## src/rtl/pio_cmd_loader_if.sv

```systemverilog
// Byte-stream input and pio load-port outputs of the command loader.
// "slave" is the loader side; "master" is the host/UART/pio side.
interface pio_cmd_loader_if;
  logic        rx_valid;
  logic [7:0]  rx_data;
  logic [3:0]  action;
  logic [31:0] din;
  logic [4:0]  index;
  logic [1:0]  mindex;
  logic        busy;
  logic        resp_valid;
  logic [7:0]  resp_data;
  logic [7:0]  frames_ok;
  logic [7:0]  frames_err;

  modport slave (
    input  rx_valid, rx_data,
    output action, din, index, mindex, busy,
    output resp_valid, resp_data, frames_ok, frames_err
  );

  modport master (
    output rx_valid, rx_data,
    input  action, din, index, mindex, busy,
    input  resp_valid, resp_data, frames_ok, frames_err
  );
endinterface

```

## src/rtl/pio_cmd_loader.sv

```systemverilog
// Parses 8-byte host frames (SYNC, cmd, idx, din LE, XOR) from a UART byte
// stream and drives a one-cycle pio load strobe, with ACK/NAK and counters.
//
// state  | meaning
// S_IDLE | waiting for SYNC; other bytes dropped
// S_CMD  | expecting B1 (mindex, action)
// S_IDX  | expecting B2 (index)
// S_DATA | expecting B3..B6 (din, little-endian)
// S_CHK  | expecting B7 (XOR of B1..B6)
module pio_cmd_loader #(
  parameter logic [7:0]  SYNC    = 8'hA5,
  parameter int unsigned TIMEOUT = 250000
) (
  input  logic            clk_25mhz,
  input  logic            reset,
  pio_cmd_loader_if.slave bus
);

  localparam int unsigned      GW       = $clog2(TIMEOUT + 1);
  localparam logic [GW-1:0]    GAP_LAST = GW'(TIMEOUT - 1);
  localparam logic [7:0]       ACK      = 8'h06;
  localparam logic [7:0]       NAK      = 8'h15;

  typedef enum logic [2:0] {
    S_IDLE,
    S_CMD,
    S_IDX,
    S_DATA,
    S_CHK
  } state_t;

  state_t         state_q;
  logic [1:0]     byte_cnt_q;
  logic [7:0]     xor_q;
  logic [GW-1:0]  gap_q;
  logic [3:0]     cmd_action_q;
  logic [1:0]     cmd_mindex_q;
  logic [4:0]     cmd_index_q;
  logic [31:0]    shift_q;

  logic [3:0]     action_q;
  logic [31:0]    din_q;
  logic [4:0]     index_q;
  logic [1:0]     mindex_q;
  logic           busy_q;
  logic           resp_valid_q;
  logic [7:0]     resp_data_q;
  logic [7:0]     frames_ok_q;
  logic [7:0]     frames_err_q;

  logic [7:0]     xor_d;
  logic [31:0]    shift_d;
  logic [7:0]     frames_ok_d;
  logic [7:0]     frames_err_d;

  assign xor_d        = xor_q ^ bus.rx_data;
  assign shift_d      = {bus.rx_data, shift_q[31:8]};
  assign frames_ok_d  = (frames_ok_q  == 8'hFF) ? frames_ok_q  : frames_ok_q  + 8'd1;
  assign frames_err_d = (frames_err_q == 8'hFF) ? frames_err_q : frames_err_q + 8'd1;

  always_ff @(posedge clk_25mhz) begin
    if (reset) begin
      state_q      <= S_IDLE;
      byte_cnt_q   <= '0;
      xor_q        <= '0;
      gap_q        <= '0;
      cmd_action_q <= '0;
      cmd_mindex_q <= '0;
      cmd_index_q  <= '0;
      shift_q      <= '0;
      action_q     <= '0;
      din_q        <= '0;
      index_q      <= '0;
      mindex_q     <= '0;
      busy_q       <= 1'b0;
      resp_valid_q <= 1'b0;
      resp_data_q  <= '0;
      frames_ok_q  <= '0;
      frames_err_q <= '0;
    end else begin
      action_q     <= '0;
      resp_valid_q <= 1'b0;

      case (state_q)
        S_IDLE: begin
          gap_q <= '0;
          if (bus.rx_valid && bus.rx_data == SYNC) begin
            state_q <= S_CMD;
            busy_q  <= 1'b1;
            xor_q   <= '0;
          end
        end

        default: begin
          if (bus.rx_valid) begin
            // A byte always wins over a timeout landing in the same cycle.
            gap_q <= '0;
            case (state_q)
              S_CMD: begin
                cmd_action_q <= bus.rx_data[3:0];
                cmd_mindex_q <= bus.rx_data[7:6];
                xor_q        <= xor_d;
                state_q      <= S_IDX;
              end
              S_IDX: begin
                cmd_index_q <= bus.rx_data[4:0];
                xor_q       <= xor_d;
                byte_cnt_q  <= '0;
                state_q     <= S_DATA;
              end
              S_DATA: begin
                shift_q    <= shift_d;
                xor_q      <= xor_d;
                byte_cnt_q <= byte_cnt_q + 2'd1;
                if (byte_cnt_q == 2'd3) begin
                  state_q <= S_CHK;
                end
              end
              S_CHK: begin
                state_q      <= S_IDLE;
                busy_q       <= 1'b0;
                resp_valid_q <= 1'b1;
                if (xor_q == bus.rx_data) begin
                  action_q    <= cmd_action_q;
                  din_q       <= shift_q;
                  index_q     <= cmd_index_q;
                  mindex_q    <= cmd_mindex_q;
                  resp_data_q <= ACK;
                  frames_ok_q <= frames_ok_d;
                end else begin
                  resp_data_q  <= NAK;
                  frames_err_q <= frames_err_d;
                end
              end
              default: begin
                state_q <= S_IDLE;
                busy_q  <= 1'b0;
              end
            endcase
          end else if (gap_q == GAP_LAST) begin
            state_q      <= S_IDLE;
            busy_q       <= 1'b0;
            gap_q        <= '0;
            resp_valid_q <= 1'b1;
            resp_data_q  <= NAK;
            frames_err_q <= frames_err_d;
          end else begin
            gap_q <= gap_q + 1'b1;
          end
        end
      endcase
    end
  end

  assign bus.action     = action_q;
  assign bus.din        = din_q;
  assign bus.index      = index_q;
  assign bus.mindex     = mindex_q;
  assign bus.busy       = busy_q;
  assign bus.resp_valid = resp_valid_q;
  assign bus.resp_data  = resp_data_q;
  assign bus.frames_ok  = frames_ok_q;
  assign bus.frames_err = frames_err_q;

endmodule

```

## src/flat_wrapper.sv

```systemverilog
// flat-port wrapper written by rule: the top's interface ports become plain ports
module pio_cmd_loader_flat 
#(
  parameter logic [7:0]  SYNC    = 8'hA5,
  parameter int unsigned TIMEOUT = 250000
)
  (clk_25mhz, reset, bus_rx_valid, bus_rx_data, bus_action, bus_din, bus_index, bus_mindex, bus_busy, bus_resp_valid, bus_resp_data, bus_frames_ok, bus_frames_err);
  pio_cmd_loader_if bus_i ();
  input  logic clk_25mhz;
  input  logic reset;
  input wire logic [$bits(bus_i.rx_valid)-1:0] bus_rx_valid;
  input wire logic [$bits(bus_i.rx_data)-1:0] bus_rx_data;
  output wire logic [$bits(bus_i.action)-1:0] bus_action;
  output wire logic [$bits(bus_i.din)-1:0] bus_din;
  output wire logic [$bits(bus_i.index)-1:0] bus_index;
  output wire logic [$bits(bus_i.mindex)-1:0] bus_mindex;
  output wire logic [$bits(bus_i.busy)-1:0] bus_busy;
  output wire logic [$bits(bus_i.resp_valid)-1:0] bus_resp_valid;
  output wire logic [$bits(bus_i.resp_data)-1:0] bus_resp_data;
  output wire logic [$bits(bus_i.frames_ok)-1:0] bus_frames_ok;
  output wire logic [$bits(bus_i.frames_err)-1:0] bus_frames_err;
  assign bus_i.rx_valid = bus_rx_valid;
  assign bus_i.rx_data = bus_rx_data;
  assign bus_action = bus_i.action;
  assign bus_din = bus_i.din;
  assign bus_index = bus_i.index;
  assign bus_mindex = bus_i.mindex;
  assign bus_busy = bus_i.busy;
  assign bus_resp_valid = bus_i.resp_valid;
  assign bus_resp_data = bus_i.resp_data;
  assign bus_frames_ok = bus_i.frames_ok;
  assign bus_frames_err = bus_i.frames_err;
  pio_cmd_loader #(.SYNC(SYNC), .TIMEOUT(TIMEOUT)) u_core (.clk_25mhz(clk_25mhz), .reset(reset), .bus(bus_i));
endmodule
```

## config.mk

```make
export PLATFORM = sky130hd
export DESIGN_NAME = pio_cmd_loader_flat
export DESIGN_NICKNAME = d
export VERILOG_FILES = /design/src/rtl/pio_cmd_loader_if.sv /design/src/rtl/pio_cmd_loader.sv /design/src/flat_wrapper.sv
export SDC_FILE = /design/constraint.sdc
export NUM_CORES = 1
export LEC_CHECK = 0
export CORE_MARGIN = 1
export CORE_UTILIZATION = 55
export CTS_CLUSTER_SIZE = 10
export DETAILED_ROUTE_END_ITERATION = 7
export HOLD_SLACK_MARGIN = 0.1
export PLACE_DENSITY = 0.81
export SLEW_MARGIN = 0
export SYNTH_ARGS = -nofsm -noshare
export SYNTH_HDL_FRONTEND = slang
export SYNTH_SLANG_ARGS = --single-unit
```

## constraint.sdc

```tcl
create_clock -name clk_25mhz -period 5 [get_ports clk_25mhz]
set_input_delay 0.5 -clock clk_25mhz [delete_from_list [all_inputs] [get_ports clk_25mhz]]
set_output_delay 0.5 -clock clk_25mhz [all_outputs]
set_load 0.01 [all_outputs]
```

### Word-level counts from Yosys, hierarchy flattened

Index checks and enable logic that the tools add are counted.

* register bits: 143
* output and inout port bits: 69
* word-level logic and storage cells: 92

* $add $sub $neg: 4
* equal/unequal tests: 15
* muxes and demuxes: 28
* bitwise operators: 6
* reduce and logical (&&, ||, !) cells: 22

Operator list (number)
* 8-bit 2-to-1 mux: 12
* 8-bit equality test (second input constant): 3
* 3-bit AND reduction: 8
* 18-bit by 1-bit adder with 18-bit output (second input constant): 1
* 18-bit equality test (second input constant): 1
* 8-bit by 1-bit adder with 8-bit output (second input constant): 2
* 3-bit 2-to-1 mux: 5
* 3-bit one-hot mux with 3 select lines: 1
* 8-bit equality test: 1
* 1-bit 2-to-1 mux: 8
* 4-bit AND reduction: 2
* 2-bit nonzero test: 4
* 8-bit XOR: 1
* 3-bit by 2-bit equality test with 1-bit output (second input constant): 2
* 5-bit 2-to-1 mux: 1
* 1-bit inverter: 5
* 5-bit AND reduction: 1
* 5-bit OR reduction: 1
* 2-bit by 1-bit inequality test with 1-bit output (second input constant): 2
* 4-bit by 2-bit inequality test with 1-bit output (second input constant): 1
* 2-bit one-hot mux with 2 select lines: 1
* 4-bit OR reduction: 1
* 3-bit by 1-bit equality test with 1-bit output (second input constant): 1
* 3-bit equality test (second input constant): 1
* other kinds (9): 9

### Longest topological paths before layout

* depth after elaboration: 5
* gate-level depth with buffers: 8
* gate-level depth less buffers: 7

### Least setup slack after synthesis

No wires, ideal clock.

* path type: input to register
* start: input port bus_rx_data[0]
* end: register u_core.frames_err_q[5], in the netlist u_core.bus.frames_err[5]
* arrival: 2.017 ns
* data required time: 4.879 ns
* path slack: 2.862 ns
* cell stages on the path: 8
* buffers on the path: 2
* cells stage by stage: clkbuf_2 xor2_1 nor4_2 and3_1 buf_4 nor4_4 and3_1 mux2_2

* word-level cells in the longest chain between the ends: 3

RTL lines
* start, declared: RTL line flat_wrapper.sv:12 `input wire logic [$bits(bus_i.rx_data)-1:0] bus_rx_data;`
* 8-bit equality test: RTL line pio_cmd_loader.sv:123 `if (xor_q == bus.rx_data) begin`
* 2-bit inequality test (no source line)
* 4-bit AND reduction (no source line)
* end signal, assigned: RTL line pio_cmd_loader.sv:132 `frames_err_q <= frames_err_d;`
* end signal, assigned: RTL line pio_cmd_loader.sv:146 `frames_err_q <= frames_err_d;`
* end, declared: RTL line pio_cmd_loader.sv:49 `logic [7:0] frames_err_q;`

No other way between the ends.
A chain may end at the register's enable or synchronous reset.

### Worst setup path after layout

* start: input port bus_rx_data[4]
* end: register u_core.frames_ok_q[4], in the netlist u_core.bus.frames_ok[4]

* word-level cells in the longest chain between the ends: 2

RTL lines
* 8-bit equality test: RTL line pio_cmd_loader.sv:123
* 5-bit AND reduction (no source line)
* end signal, assigned: RTL line pio_cmd_loader.sv:129 `frames_ok_q <= frames_ok_d;`
* end, declared: RTL line pio_cmd_loader.sv:48 `logic [7:0] frames_ok_q;`

No other way between the ends.

==> reports/results.ini <==
[placement]
gp_congestion = 0.887
place_hpwl_mm = 7.90
place.port_buffers = 75
place_area_um2 = 6210
preCtsSetupSlack_ns = 1.82

[timing]
worst_slew_pin_slew_ns = 1.15
max_freq_ghz = 0.366
setup_tns_ns = 0
post-route-min-period_ns = 2.73
fin_ws_ns = 2.27
slew_viol_final = 0
finalSetupViolCount = 0
hold_violations = 0
slew_headroom_pct = 23.4
grt_setup_unrepaired = false
timing.final.crit_share_pct = 54.6
skew_ns = 0.00841

[cts]
clk_pin_slew_ns = 0.07
ctsLongestPathBuffers = 2
cts_root_buf = clkbuf_8
cts_inserted_buffers = 17
cts_hold_buf = 0
clk_latency_ns = 0.51
cts_setup_buffers = 0
cts_num_sinks = 138
ctsResizeCount = 0
htreeDepth = 4
cts_tree = built

[synth]
synthCells = 663
ys_async_sr_fraction_pct = 0
synth-seq-area-share_pct = 50.5
synth-edff-count = 0
ys_warn_count = 0
muxShareOfSynthArea_pct = 1.69
netlist_area_um2 = 5470
synth-compound-area-share_pct = 11.8
synth-seq-cells = 138
synth_top_family_by_area = simple AND/OR/NAND/NOR gates
synthAdderAreaFrac_pct = 0.916
synth_flop_cell = dfxtp_1
yosysUniqueCellTypes = 45
yosys.area_share.simple_pct = 25.5
synth_xor_area_share_pct = 5.13
avgSynthCellArea_um2 = 8.24

[grt]
grt_use_met2_pct = 39.8
grt_pass1_vias = 4330
grt_pass1_wl_mm = 19.4
busiest_layer = met2
grtUsageMet3_pct = 4.55
grt.total_usage_pct = 23.7
grtUsageMet1_pct = 29.8
antenna_found_initial = 0
grt_max_degree = 68
grt_overflow = 0

[worst_setup_path]
cp-end-kind = register
worstPathRequired_ns = 5.38
crit_path_start_kind = primary input
arrival_ns = 3.11
cp_max_fo = 28
critical_path_class = in2reg

[power]
power_frac_seq_pct = 46.2
p_sw_share_pct = 22.7
peakVddDrop_uv = 227
switching_power_mw = 0.540
p_leak_nw = 2.30
intPower_mw = 1.84
p_per_area_nw_per_um2 = 350
p_comb_share_pct = 1.7
power_frac_clock_pct = 52.2

[finish]
nets = 733
stdcell_area_um2 = 6800
diodes = 0
layout-drive-gt1-share_pct = 6.16
final_util_pct = 70.2
syn2layout_area_growth_pct = 24.4

[detailed_routing]
wirelength_mm = 11.9
drc = 0
dr.first_iter.drc_count = 265
routedWlPerCell_um = 13.7
ant_nets = 0
first_pass_iters = 5
vias = 4733
viasPerCell = 5.48

[die]
dieArea_um2 = 10300
core_area_um2 = 9680
die_w_um = 102
pin_count = 80
start_util_pct = 56.4
dieHeight_um = 102
num_rows = 36

[job]
cap_viol_max_count = 0

[outcome]
status = finished clean

[min_path]
hp-class = reg2reg

[path summary, 6_finish.rpt]
check | startpoint | end | slack (ns) | cells after the start
setup / recovery | bus_rx_data[4] | u_core.bus.frames_ok[4] | 2.27 | 8
hold reg to reg | u_core.bus.resp_data[2] | u_core.bus.resp_data[2] | 0.45 | 2
hold / removal | u_core.bus.resp_data[2] | u_core.bus.resp_data[2] | 0.45 | 2
setup reg to reg | u_core.state_q[0] | u_core.bus.frames_err[5] | 2.46 | 6
[cells in the final DEF (no fill, tap or decap), types with 9 or more instances in the layout]
cell             instances
clkdlybuf4s50_1         74
dfxtp_1                138
nand2_1                161
nand3_1                 20
nand4_1                  9
xor2_1                  24
nor2_1                  59
a21oi_1                 98
clkbuf_16               16
and3_1                   9
o21ai_0                 17
[layout make-up]
type / instances / area, um^2
tap: 133 / 166
sequential: 138 / 2760
clock inverter: 15 / 179
fill: 742 / 2890
inverter: 6 / 22.5
multi-input combinational: 476 / 2480
timing repair buffer: 79 / 778
clock buffer: 17 / 414
[power groups by stage]
stage | clock, mW | sequential [mW] | combinational [mW]
2_1_floorplan | 0 | 1.12 | 0.0256
3_3_place_gp | 0 | 1.12 | 0.0372
3_5_place_dp | 0 | 1.12 | 0.0386
4_1_cts | 1.26 | 1.10 | 0.0390
5_1_grt | 1.30 | 1.10 | 0.0430
6_report | 1.24 | 1.10 | 0.0396
[metrics by stage]
stage | cells | hold WS [ns] | power (mW)
floorplan | 666 | 0.426 | 1.15
detailed placement | 832 | 0.444 | 1.16
CTS | 864 | 0.447 | 2.40
global placement | 832 | 0.435 | 1.16
global route | 864 | 0.465 | 2.45
finish | 864 | 0.445 | 2.38
[cell families (layout without fill, tap and decap cells)]
logic type,after synthesis,after routing
and+or+nand+nor,303,303
AOI/OAI and AO/OA,124,124
adders and majority gates,4,4
buffers and inverters,52,117
other,1,4
xor gates and xnor gates,32,32
muxes,9,9
DFF,138,138
[worst max-delay path, cell delays in order]
cell             delay, ns
clkdlybuf4s50_1       0.55
xor2_1                0.23
nor3_1                0.33
and4_1                0.72
buf_4                 0.40
nand3_1               0.14
xor2_1                0.16
nor2_1                0.06
[registers in the layout (all words and copies together), names as in the netlist]
register and count:
u_core.bus.action 4, u_core.bus.frames_ok 8, u_core.bus.resp_data 3, u_core.byte_cnt_q 2, u_core.bus.busy 1, u_core.bus.din 32, u_core.shift_q 32, u_core.cmd_index_q 5
u_core.bus.mindex 2, u_core.cmd_action_q 4, u_core.bus.resp_valid 1, u_core.cmd_mindex_q 2, u_core.bus.index 5, u_core.bus.frames_err 8, u_core.gap_q 18, u_core.xor_q 8
u_core.state_q 3
[routing by layer]
layer | up-vias | routed length (um)
met5 | - | 0
met2 | 148 | 5890
met3 | 15 | 577
met4 | 0 | 174
li1 | 2322 | -
met1 | 2248 | 5230
[Yosys cell counts, types with 3 or more instances]
library cell  number  area, um^2
nand2_1          161         604
dfxtp_1          138        2760
a21oi_1           98         490
nor2_1            59         221
clkbuf_1          29         109
xor2_1            24         210
nand3_1           20         100
o21ai_0           17        85.1
and3_1             9        56.3
nand4_1            9        56.3
and2_1             8        50.1
buf_2              8        40.0
nand3b_1           8        60.1
xnor2_1            8        70.1
mux2i_1            7        70.1
buf_4              6        45.0
inv_1              6        22.5
and4_1             4        35.0
ha_1               4        50.1
nor2b_1            4        25.0
nor3_1             4        20.0
or3_1              3        18.8
(Power assumes the default switching activity.)
